$ cat config.mk
export PLATFORM = sky130hd
export DESIGN_NAME = timer_periodic_flat
export DESIGN_NICKNAME = d
export VERILOG_FILES = /design/src/rtl/timer_periodic_if.sv /design/src/rtl/timer_periodic.sv /design/src/flat_wrapper.sv
export SDC_FILE = /design/constraint.sdc
export NUM_CORES = 1
export LEC_CHECK = 0
export ABC_AREA = 1
export BUFFER_PORTS_ARGS = -buffer_cell sky130_fd_sc_hd__buf_2
export CORE_ASPECT_RATIO = 0.7
export CORE_MARGIN = 4
export CORE_UTILIZATION = 33
export CTS_BUF_LIST = sky130_fd_sc_hd__clkbuf_4
export CTS_CLUSTER_SIZE = 25
export DETAILED_ROUTE_END_ITERATION = 8
export SETUP_SLACK_MARGIN = 0.02
export SKIP_LAST_GASP = 1
export SYNTH_ARGS = -nofsm -noshare
export SYNTH_HDL_FRONTEND = slang
export SYNTH_SLANG_ARGS = --single-unit
$ cat constraint.sdc
create_clock -name clk -period 3.3 [get_ports clk]
set_input_delay 0.165 -clock clk [delete_from_list [all_inputs] [get_ports clk]]
set_output_delay 0.165 -clock clk [all_outputs]
set_load 0.05 [all_outputs]
$ cat src/rtl/timer_periodic_if.sv
// Control and status bundle for the programmable periodic timer.
// The master side drives commands; the timer implements the slave side.
interface timer_periodic_if #(
   parameter int WIDTH = 24,
   parameter int EXP_W = 8
);
   logic             start;
   logic             stop;
   logic             one_shot;
   logic             load;
   logic [WIDTH-1:0] load_period;
   logic [WIDTH-1:0] count;
   logic [WIDTH-1:0] period;
   logic             output_pulse;
   logic             running;
   logic [EXP_W-1:0] expiries;

   modport master (
      output start, stop, one_shot, load, load_period,
      input  count, period, output_pulse, running, expiries
   );

   modport slave (
      input  start, stop, one_shot, load, load_period,
      output count, period, output_pulse, running, expiries
   );
endinterface

$ cat src/rtl/timer_periodic.sv
// Programmable periodic/one-shot tick generator with a shadowed period
// register and a wrapping expiry counter; all outputs are registered.
module timer_periodic #(
   parameter int WIDTH          = 24,
   parameter int DEFAULT_PERIOD = 12_000_000,
   parameter int EXP_W          = 8
) (
   input logic              clk,
   input logic              rst,
   timer_periodic_if.slave  bus
);

   typedef enum logic {IDLE, RUN} state_t;

   // A zero default period would never expire, so it is promoted to one cycle.
   localparam logic [WIDTH-1:0] RESET_PERIOD =
      (DEFAULT_PERIOD == 0) ? WIDTH'(1) : WIDTH'(DEFAULT_PERIOD);

   state_t           state_q, state_d;
   logic             one_shot_q, one_shot_d;
   logic [WIDTH-1:0] count_q, count_d;
   logic [WIDTH-1:0] active_q, active_d;
   logic [WIDTH-1:0] shadow_q, shadow_d;
   logic             pulse_q, pulse_d;
   logic [EXP_W-1:0] exp_q, exp_d;

   logic [WIDTH-1:0] eff_period;
   logic             last_tick;

   assign eff_period = (active_q == '0) ? WIDTH'(1) : active_q;
   assign last_tick  = (count_q >= (eff_period - WIDTH'(1)));

   always_ff @(posedge clk or negedge rst) begin
      if (!rst) begin
         state_q    <= IDLE;
         one_shot_q <= 1'b0;
         count_q    <= '0;
         active_q   <= RESET_PERIOD;
         shadow_q   <= RESET_PERIOD;
         pulse_q    <= 1'b0;
         exp_q      <= '0;
      end else begin
         state_q    <= state_d;
         one_shot_q <= one_shot_d;
         count_q    <= count_d;
         active_q   <= active_d;
         shadow_q   <= shadow_d;
         pulse_q    <= pulse_d;
         exp_q      <= exp_d;
      end
   end

   // Priority is stop, then start, then normal counting; a load landing on a
   // wrap edge overrides the stale shadow so the newest value wins.
   always_comb begin
      state_d    = state_q;
      one_shot_d = one_shot_q;
      count_d    = count_q;
      active_d   = active_q;
      shadow_d   = bus.load ? bus.load_period : shadow_q;
      pulse_d    = 1'b0;
      exp_d      = exp_q;

      if (bus.load && ((state_q == IDLE) || bus.start)) begin
         active_d = bus.load_period;
      end

      if (bus.stop) begin
         state_d = IDLE;
      end else if (bus.start) begin
         state_d    = RUN;
         count_d    = '0;
         one_shot_d = bus.one_shot;
      end else if (state_q == RUN) begin
         if (last_tick) begin
            count_d  = '0;
            pulse_d  = 1'b1;
            exp_d    = exp_q + EXP_W'(1);
            active_d = bus.load ? bus.load_period : shadow_q;
            if (one_shot_q) begin
               state_d = IDLE;
            end
         end else begin
            count_d = count_q + WIDTH'(1);
         end
      end
   end

   assign bus.count        = count_q;
   assign bus.period       = active_q;
   assign bus.output_pulse = pulse_q;
   assign bus.running      = (state_q == RUN);
   assign bus.expiries     = exp_q;

endmodule
$ cat src/flat_wrapper.sv
// flat-port wrapper written by rule: the top's interface ports become plain ports
module timer_periodic_flat 
#(
   parameter int WIDTH          = 24,
   parameter int DEFAULT_PERIOD = 12_000_000,
   parameter int EXP_W          = 8
)
  (clk, rst, bus_start, bus_stop, bus_one_shot, bus_load, bus_load_period, bus_count, bus_period, bus_output_pulse, bus_running, bus_expiries);
  timer_periodic_if #(.WIDTH(WIDTH), .EXP_W(EXP_W)) bus_i ();
  input logic clk;
  input logic rst;
  input wire logic [$bits(bus_i.start)-1:0] bus_start;
  input wire logic [$bits(bus_i.stop)-1:0] bus_stop;
  input wire logic [$bits(bus_i.one_shot)-1:0] bus_one_shot;
  input wire logic [$bits(bus_i.load)-1:0] bus_load;
  input wire logic [$bits(bus_i.load_period)-1:0] bus_load_period;
  output wire logic [$bits(bus_i.count)-1:0] bus_count;
  output wire logic [$bits(bus_i.period)-1:0] bus_period;
  output wire logic [$bits(bus_i.output_pulse)-1:0] bus_output_pulse;
  output wire logic [$bits(bus_i.running)-1:0] bus_running;
  output wire logic [$bits(bus_i.expiries)-1:0] bus_expiries;
  assign bus_i.start = bus_start;
  assign bus_i.stop = bus_stop;
  assign bus_i.one_shot = bus_one_shot;
  assign bus_i.load = bus_load;
  assign bus_i.load_period = bus_load_period;
  assign bus_count = bus_i.count;
  assign bus_period = bus_i.period;
  assign bus_output_pulse = bus_i.output_pulse;
  assign bus_running = bus_i.running;
  assign bus_expiries = bus_i.expiries;
  timer_periodic #(.WIDTH(WIDTH), .DEFAULT_PERIOD(DEFAULT_PERIOD), .EXP_W(EXP_W)) u_core (.clk(clk), .rst(rst), .bus(bus_i));
endmodule
After elaboration in Yosys (flattened, before gate mapping)
Cells that the tools add are included.

Register bits: 83. Latch bits: 0. Memory bits (writable): 0. Bits in read-only memories: 0. Output and inout port bits: 58. Word-level logic and storage cells: 40. Memories: 0.

Add/subtract/negate cells: 3. $mul: 0. Divide/modulo/power cells: 0. Order comparisons: 1. Equality and inequality tests: 0. Shifts and indexed selects: 0. Mux-type cells: 19. Bitwise gates (word level): 3. Reductions and logical operators: 7.

Operators with widths (count): 2-to-1 mux 24 bit (10); adder 24 x 1 -> 24 bit (second input constant) (1); greater-or-equal comparator 24 bit (1); zero test 24 bit (1); subtractor 24 x 1 -> 24 bit (second input constant) (1); 2-to-1 mux 1 bit (9); adder 8 x 1 -> 8 bit (second input constant) (1); AND reduction 2 bit (2); AND reduction 4 bit (1); inverter 1 bit (3); nonzero test 2 bit (1); logical AND 1 bit (1); logical OR 1 bit (1).

Depth between registers and ports, before layout
Gate-level depths: netlist of the first run.

Depth in word-level cells: 8. Gate-level depth with buffers: 25.

Worst setup path before layout of the first run
Ideal clock, no wire load.

Path type: flip-flop to flip-flop. Start point: reg u_core.active_q[5] (netlist: u_core.bus.period[5]). End point: reg u_core.exp_q[5] (netlist: u_core.bus.expiries[5]). Setup time: 0.120 ns. Data arrival time: 3.412 ns. Data required time: 3.180 ns. Path slack: -0.232 ns. Cell stages (with the launch flop): 26. Buffers on the path: 1. Clock period less this slack: 3.532 ns. Cell sequence: dfrtp_1 -> nor2_1 -> nand2_1 -> nor2_1 -> nand3_1 -> nand2_1 -> inv_2 -> ha_1 -> nand2_1 -> nor2_2 -> nand3_2 -> nor3_2 -> nand2_1 -> xnor2_1 -> inv_1 -> ha_1 -> nand2_1 -> nor2_1 -> nand2_2 -> nor3b_2 -> nand2_2 -> nand3_4 -> nand2_2 -> buf_2 -> nand2_1 -> nand2_1.

Longest elaborated chain between the ends: 5.

RTL lines: start, declared (RTL line timer_periodic.sv:22) `logic [WIDTH-1:0] active_q, active_d;`; start signal, assigned (RTL line timer_periodic.sv:46) `active_q <= active_d;`; zero test 24 bit (RTL line timer_periodic.sv:30) `assign eff_period = (active_q == '0) ? WIDTH'(1) : active_q;`; 2-to-1 mux 24 bit (*) (RTL line timer_periodic.sv:30); subtractor 24 x 1 -> 24 bit (*) (RTL line timer_periodic.sv:31) `assign last_tick = (count_q >= (eff_period - WIDTH'(1)));`; greater-or-equal comparator 24 bit (*) (RTL line timer_periodic.sv:31); AND reduction 4 bit (no source line) (*); end signal, assigned (RTL line timer_periodic.sv:49) `exp_q <= exp_d;`; end, declared (RTL line timer_periodic.sv:25) `logic [EXP_W-1:0] exp_q, exp_d;`.

Mark *: on every way between the ends. The rest lies on a longest branch, timed or not. A chain may end at the register's enable or synchronous reset.

Worst setup path in the final report of the first run
Start point: reg u_core.active_q[16] (netlist: u_core.bus.period[16]). End point: reg u_core.active_q[7] (netlist: u_core.bus.period[7]).

Longest elaborated chain between the ends: 8.

RTL lines: zero test 24 bit (RTL line timer_periodic.sv:30); 2-to-1 mux 24 bit (*) (RTL line timer_periodic.sv:30); subtractor 24 x 1 -> 24 bit (*) (RTL line timer_periodic.sv:31); greater-or-equal comparator 24 bit (*) (RTL line timer_periodic.sv:31); 2-to-1 mux 24 bit (*) (RTL line timer_periodic.sv:75) `if (last_tick) begin`; 2-to-1 mux 24 bit (*) (RTL line timer_periodic.sv:74) `end else if (state_q == RUN) begin`; 2-to-1 mux 24 bit (*) (RTL line timer_periodic.sv:70) `end else if (bus.start) begin`; 2-to-1 mux 24 bit (*) (RTL line timer_periodic.sv:68) `if (bus.stop) begin`; net u_core.active_d[7] (RTL line timer_periodic.sv:22).

The timed path passes the listed nets; every way through them passes the cells marked *.

==> results of run 1 <==
-- routing by layer --
layer	track usage	up-vias
li1	-	2633
met1	0.272	2407
met2	0.260	150
met3	0.0387	8
met4	0.0295	0
met5	0	-
-- cell type report --
type / instances / area [µm²] / share of cell area
well taps: 220 / 275 / 0.0381
clock buffers: 9 / 67.6 / 0.00936
multi-input cells: 537 / 3100 / 0.429
flip-flops and latches: 83 / 2140 / 0.297
clock inverters: 7 / 51.3 / 0.00710
repair buffers: 175 / 1290 / 0.179
inverters: 77 / 294 / 0.0407
-- power groups by stage --
stage | logic (mW) | clock network (mW) | registers, mW
floorplan | 0.364 | 0 | 1.41
global placement | 0.882 | 0 | 1.20
detailed placement | 0.889 | 0 | 1.20
CTS | 0.932 | 0.583 | 1.19
global route | 1.05 | 0.620 | 1.20
finish | 0.954 | 0.558 | 1.19
-- layout by cell type (no fill, tap or decap), types with 5 or more instances in the layout --
cell type      instances
nand3_2               25
dfrtp_1               51
nor3_1                10
buf_2                 86
nand3_1               28
nand4_1               11
ha_1                  26
xnor2_1               17
dfrtp_2               12
dfstp_2               13
o21ai_1               11
buf_4                 52
nor2_2                12
clkbuf_4               9
xor2_1                24
inv_2                  6
nand2_1              181
nor2_4                 5
a21oi_1               37
nand2_2               20
dfstp_4                7
dlygate4sd3_1         27
nor2_1                72
o21ai_0               34
inv_1                 70
-- state kept, by name (all words and copies together), names as in the netlist --
| signal | flops |
|---|---|
| u_core.bus.running | 1 |
| u_core.bus.count | 24 |
| u_core.one_shot_q | 1 |
| u_core.bus.expiries | 8 |
| u_core.bus.period | 24 |
| u_core.shadow_q | 24 |
| u_core.bus.output_pulse | 1 |
-- path summary, 6_finish.rpt --
kind	to	slack, ns	cells past startpoint
max	u_core.bus.period[7]	-0.03	25
min	u_core.shadow_q[23]	0.03	2
max reg2reg	u_core.bus.period[7]	-0.03	25
min reg2reg	u_core.shadow_q[16]	0.51	2
max in group asynchronous	u_core.shadow_q[9]	2.13	3
min in group asynchronous	u_core.shadow_q[7]	0.32	2
-- per-stage QoR --
step | instances | cell area, µm² | total power, mW | setup WS (ns)
after floorplan | 719 | 5550 | 1.77 | -0.0452
after global placement | 1050 | 6480 | 2.08 | -0.177
after detailed placement | 1050 | 6480 | 2.09 | -0.185
after CTS | 1104 | 7120 | 2.70 | -0.0143
after global routing | 1108 | 7220 | 2.87 | -0.260
final | 1108 | 7220 | 2.70 | -0.0300
-- critical path: stages, from the launching register on --
cell	delay [ns]
dfstp_4	0.65
nor2_4	0.04
nand2_2	0.07
nor2_2	0.05
nand3_2	0.07
nand2_2	0.06
inv_2	0.07
ha_4	0.14
nand2_4	0.06
nor2_4	0.14
nand3_4	0.11
nor3_4	0.14
buf_4	0.14
xor2_1	0.14
inv_1	0.06
ha_1	0.27
nand2_1	0.05
nor2_2	0.08
nand2_2	0.06
nor3b_2	0.17
nand2_2	0.10
nand3_4	0.13
buf_6	0.13
nand2_8	0.11
nand2_1	0.11
nand2_1	0.05
-- what timing repair did --
| item | in CTS | in global routing |
|---|---|---|
| buffers inserted | 7 | 3 |
| hold buffers | 27 | 0 |
| cloned | 4 | 2 |
| hold endpoints to repair | 66 | 0 |
| endpoints found under the setup margin | 58 | 58 |
| pin swaps | 25 | 10 |
| resized for setup | 30 | 19 |
-- kinds of logic after synthesis --
family / count (synthesis)
AO/OA/AOI/OAI: 90
XOR/XNOR: 41
adder cells (fa/ha/maj): 27
buffers and inverters: 101
flip-flops: 83
AND/OR/NAND/NOR: 377
==> impl_metrics.csv, run 1 <==
group,metric,value,unit
layout,diodes,0,
synth,synth-compound-area-share,0.0863,
power,ir_worst_vdd,0.000182,V
critical_path,crit_type,"flip-flop to flip-flop",
power,power_density,374,mW/mm²
synth,yosys.area.top_type,"dfrtp_1",
layout,fillers,1597,
run,drv_cap,0,
layout,syn_to_final_growth,32.9,%
status,status,"finished, violations left",
routing,viasPerCell,4.69,
routing,wl_met3,1050,µm
critical_path,worstPathMaxFanout,16,
synth,yosys.area_share.simple,0.315,
die,start_util,0.343,
synth,ys_types,38,
global_route,grt_pass1_wl,26300,µm
synth,synth_top_family_by_area,"simple AND/OR/NAND/NOR gates",
clock_tree,cts_buffers,9,
die,placementRows,38,
timing,max_clock_freq,0.300,GHz
placement,routabilityCongestion,0.938,
power,switching_share,0.402,
routing,routed_wl,16300,µm
timing,layout_setup_ws,-0.0300,ns
global_route,grt_overflow_total,0,
die,dieArea,0.0186,mm²
timing,period_needed,3.33,ns
clock_tree,cts_tree,"done",
synth,syn_area,0.00543,mm²
synth,postSynthAreaPerCell,7.56,µm²
placement,portBuffers,87,
routing,wl_met2,6770,µm
global_route,grt_max_degree,61,
routing,drt_iter0_markers,264,
clock_tree,cts-root-buf,"clkbuf_4",
timing,finalCritPeriodShare,1.01,
clock_tree,clock_latency,0.45,ns
routing,routed.top_layer,"met4",
critical_path,arrival,3.67,ns
clock_tree,htreeDepth,3,
synth,synthTopCellsByArea,"dfrtp_1 (29%), nand2_1 (14%), dfstp_2 (9.7%), ha_1 (6.2%), nor2_1 (5.8%)",
critical_path,required,3.64,ns
synth,synth_most_common_cell,"nand2_1",
min_path,min_from,"bus_load",
timing,setup_violations,35,
synth,synthFlopType,"dfrtp_1",
synth,synth-xor-area-share,0.0661,
layout,final_util,0.456,
synth,synth_top_area_frac,0.290,
timing,clock_skew,0.0195,ns
timing,worstMarginPinSlew,0.782,ns
synth,synth-adder-area-share,0.0622,
layout,drive_above_1_share,0.314,
critical_path,worstSetupEndpointType,"flip-flop",
timing,whs,0.0314,ns
timing,slew_headroom,0.478,
synth,synthTopCellsByCount,"nand2_1 (199), nor2_1 (84), inv_1 (72)",
clock_tree,cts_buffer_depth,2,
clock_tree,clk_pin_slew,0.15,ns
routing,drt_first_pass_iters,6,
routing,via_count,5198,
synth,ys_warn_count,0,
timing,rsz0062_at_grt,"yes",
power,p_leak,3.51,nW
placement,hpwl,11700,µm
power,p_int,1.61,mW
die,io_pins,88,
power,switchingPower,1.09,mW
critical_path,start_kind,"flip-flop",
routing,wl_per_cell,14.7,µm
global_route,grt_pass1_vias,4978,
timing,tns,-0.435,ns
global_route,grt_usage,0.178,
power,clkPwrFrac,0.207,
synth,syn_nets,776,
synth,synth_edf_count,0,
synth,synth_seq_cells,83,
routing,drc,0,
timing,hold_viol,0,
die,fp.dieW,161,µm
synth,synthArstFlopShare,1.00,
synth,synthCells,719,
synth,ys_seq_area_frac,0.387,
critical_path,critical_path.startpoint,"u_core.bus.period[16]",
status,violations,"setup timing",
routing,wl_met1,8440,µm
die,core,0.0158,mm²
layout,final_nets,940,
routing,ant_nets,0,
global_route,antenna_found_initial,0,
clock_tree,cts_sinks,83,
synth,synthMuxAreaShare,0,
power,pwr-share-seq,0.440,
critical_path,reg2reg_from,"u_core.bus.period[16]",
timing,slew_violations,0,
power,p_comb_frac,0.353,
min_path,hold_path_class,"input port to flip-flop",
die,dieHeight,115,µm
Power figures use the tool's default switching activity.
==> run 2: changes to the inputs <==
--- a/config.mk
+++ b/config.mk
@@ -7,7 +7,6 @@
 export LEC_CHECK = 0
 export ABC_AREA = 1
 export BUFFER_PORTS_ARGS = -buffer_cell sky130_fd_sc_hd__buf_2
-export CORE_ASPECT_RATIO = 0.7
 export CORE_MARGIN = 4
 export CORE_UTILIZATION = 33
 export CTS_BUF_LIST = sky130_fd_sc_hd__clkbuf_4
==> run 2 against run 1 <==
Effect of this change: the run still ends with setup timing left; sequential share of layout area is 0.38 points higher; largest power group unchanged; via count is 2.1% lower; cell area is 1.3% lower; global-route usage is 0.70 points lower; worst setup slack better by 0.023 ns; clock power is 12% higher; non-clock buffer count is 1 lower; count of clock-buffer cells in the layout is 1 higher; sequential cell count stayed put; highest routed layer unchanged; register-to-register slack better by 0.02 ns; first-iteration DRC count is 0.38% higher; wire length is 7.9% lower.
==> impl_metrics.csv, run 2 (same netlist as run 1, synthesis figures left out) <==
group,metric,value,unit
layout,layout_common_cells,"nand2_1 (186), buf_2 (87), nor2_1 (76)",
layout,layout_commonest_cell,"nand2_1",
timing,setup_violations,1,
die,dieHeight,136,µm
routing,via_count,5089,
die,dieArea,0.0186,mm²
critical_path,worstPathMaxFanout,10,
die,core,0.0160,mm²
critical_path,rr_worst_depth,25,
timing,slew_violations,0,
layout,drive_above_1_share,0.299,
timing,finalCritPeriodShare,1.00,
timing,worstMarginPinSlew,0.588,ns
die,start_util,0.340,
run,drv_cap,0,
placement,routabilityCongestion,0.899,
min_path,hold_path_class,"input port to flip-flop",
timing,clock_skew,0.0236,ns
global_route,grt_pass1_wl,25200,µm
critical_path,path_delay_family,"simple AND/OR/NAND/NOR gates",
critical_path,arrival,3.66,ns
placement,pre_cts_ws,-0.112,ns
critical_path,crit_cells,25,
critical_path,worstSetupEndpointType,"flip-flop",
critical_path,cp_num_buf_inv,4,
clock_tree,clock_latency,0.47,ns
critical_path,start_kind,"flip-flop",
global_route,antenna_found_initial,0,
timing,rsz0062_at_grt,"yes",
layout,regArea,0.00214,mm²
power,power_density,386,mW/mm²
critical_path,critical_path.startpoint,"u_core.bus.period[16]",
placement,hpwl,11200,µm
clock_tree,cts_buffers,9,
die,io_pins,88,
power,p_leak,3.50,nW
critical_path,rr_endpoint,"u_core.bus.period[19]",
routing,drc,0,
layout,fillers,1684,
clock_tree,htreeDepth,3,
critical_path,reg2reg_setup_slack,-0.007,ns
timing,max_clock_freq,0.302,GHz
routing,ant_nets,0,
routing,drt_first_pass_iters,4,
layout,stdcell_count,1101,
critical_path,crit_path_frequent_cell,"nand2_2",
critical_path,required,3.65,ns
clock_tree,cts-root-buf,"clkbuf_4",
placement,portBuffers,87,
critical_path,reg2reg_from,"u_core.bus.period[16]",
timing,tns,-0.00684,ns
layout,syn_to_final_growth,31.2,%
critical_path,cp-endpoint,"u_core.bus.period[19]",
global_route,grt_max_degree,49,
layout,diodes,0,
power,ir_worst_vdd,0.000224,V
routing,viasPerCell,4.62,
global_route,grt_pass1_vias,5147,
critical_path,crit_type,"flip-flop to flip-flop",
timing,period_needed,3.31,ns
layout,multi_input_comb_area,0.00306,mm²
die,placementRows,46,
layout,final_area,0.00713,mm²
routing,drt_iter0_markers,265,
clock_tree,cts_tree,"done",
timing,layout_setup_ws,-0.00684,ns
global_route,grt_usage,0.171,
critical_path,cp_slowest_cell,"dfstp_4",
timing,slew_headroom,0.608,
placement,dpl-instance-area,0.00647,mm²
timing,hold_viol,0,
placement,place.detailed.instances,1049,
timing,whs,0.0646,ns
routing,routed_wl,15100,µm
critical_path,max_stage_delay,0.65,ns
clock_tree,clk_pin_slew,0.14,ns
status,violations,"setup timing",
clock_tree,cts_sinks,83,
global_route,grt_overflow_total,0,
status,status,"finished, violations left",
layout,final_nets,937,
clock_tree,cts_buffer_depth,2,
die,fp.dieW,136,µm
routing,wl_per_cell,13.7,µm
==> run 2: cell count changes in the layout (fill, tap and decap cells not counted), sizes merged <==
cell,delta
nand2,-2
clkinvlp,-1
bufinv,+1
inv,-1
==> run 2: where the power goes <==
part	internal (mW)	switching [mW]	total, mW
sequential	1.13	0.0622	1.19
clock	0.241	0.386	0.627
combinational	0.326	0.607	0.934
total	1.69	1.06	2.75
==> run 2: metrics by stage <==
step / power [mW] / util
global placement: 2.07 / 0.404
detailed placement: 2.08 / 0.404
floorplan: 1.77 / -
finish: 2.75 / 0.446
global route: 2.93 / 0.446
CTS: 2.75 / 0.436
==> run 2: what timing repair did <==
item	CTS	global route
endpoints found under the hold margin	67	0
gates resized for setup	13	28
pin swaps	11	5
gates cloned	2	1
hold buffers	27	0
setup endpoints to repair	57	58
setup buffers	2	4
==> run 2: layout make-up <==
cell class	instances	share of cell area
repair buffers	174	0.173
inverters	77	0.0405
multi-input cells	535	0.429
flip-flops and latches	83	0.301
clock buffers	10	0.0105
clock inverters	6	0.00895
well taps	216	0.0379
==> run 2: routing by layer <==
layer,wire length (µm),vias to the layer above,GRT usage
li1,-,2631,-
met1,7100,2353,0.231
met2,7090,87,0.278
met3,596,18,0.0270
met4,264,0,0.0577
met5,0,-,0
==> run 2: worst min path at each step <==
stage	cells past startpoint	slack, ns	start	end
after global routing	3	0.06	bus_start	u_core.bus.running
after floorplan	0	-0.13	rst	u_core.bus.count[0]
after detailed placement	1	0.17	rst	u_core.bus.count[2]
final	3	0.06	bus_start	u_core.bus.running
after global placement	1	0.17	rst	u_core.bus.count[4]
after CTS	3	0.02	bus_start	u_core.bus.running
==> run 2: worst reg2reg max path, cell delays in order (launching register included) <==
cell     delay, ns
dfstp_4       0.65
nor2_4        0.04
nand2_2       0.07
nor2_2        0.05
nand3_2       0.07
nand2_2       0.06
inv_2         0.08
ha_4          0.14
nand2_4       0.06
nor2_4        0.11
nand3_4       0.09
nor3_4        0.13
buf_4         0.13
xor2_1        0.16
inv_1         0.10
ha_4          0.27
nand2_2       0.05
nor2_4        0.09
nand2_2       0.06
nor3b_2       0.17
nand2_2       0.10
nand3_4       0.15
nand2_4       0.10
buf_6         0.17
nand2_1       0.06
nand2_1       0.05
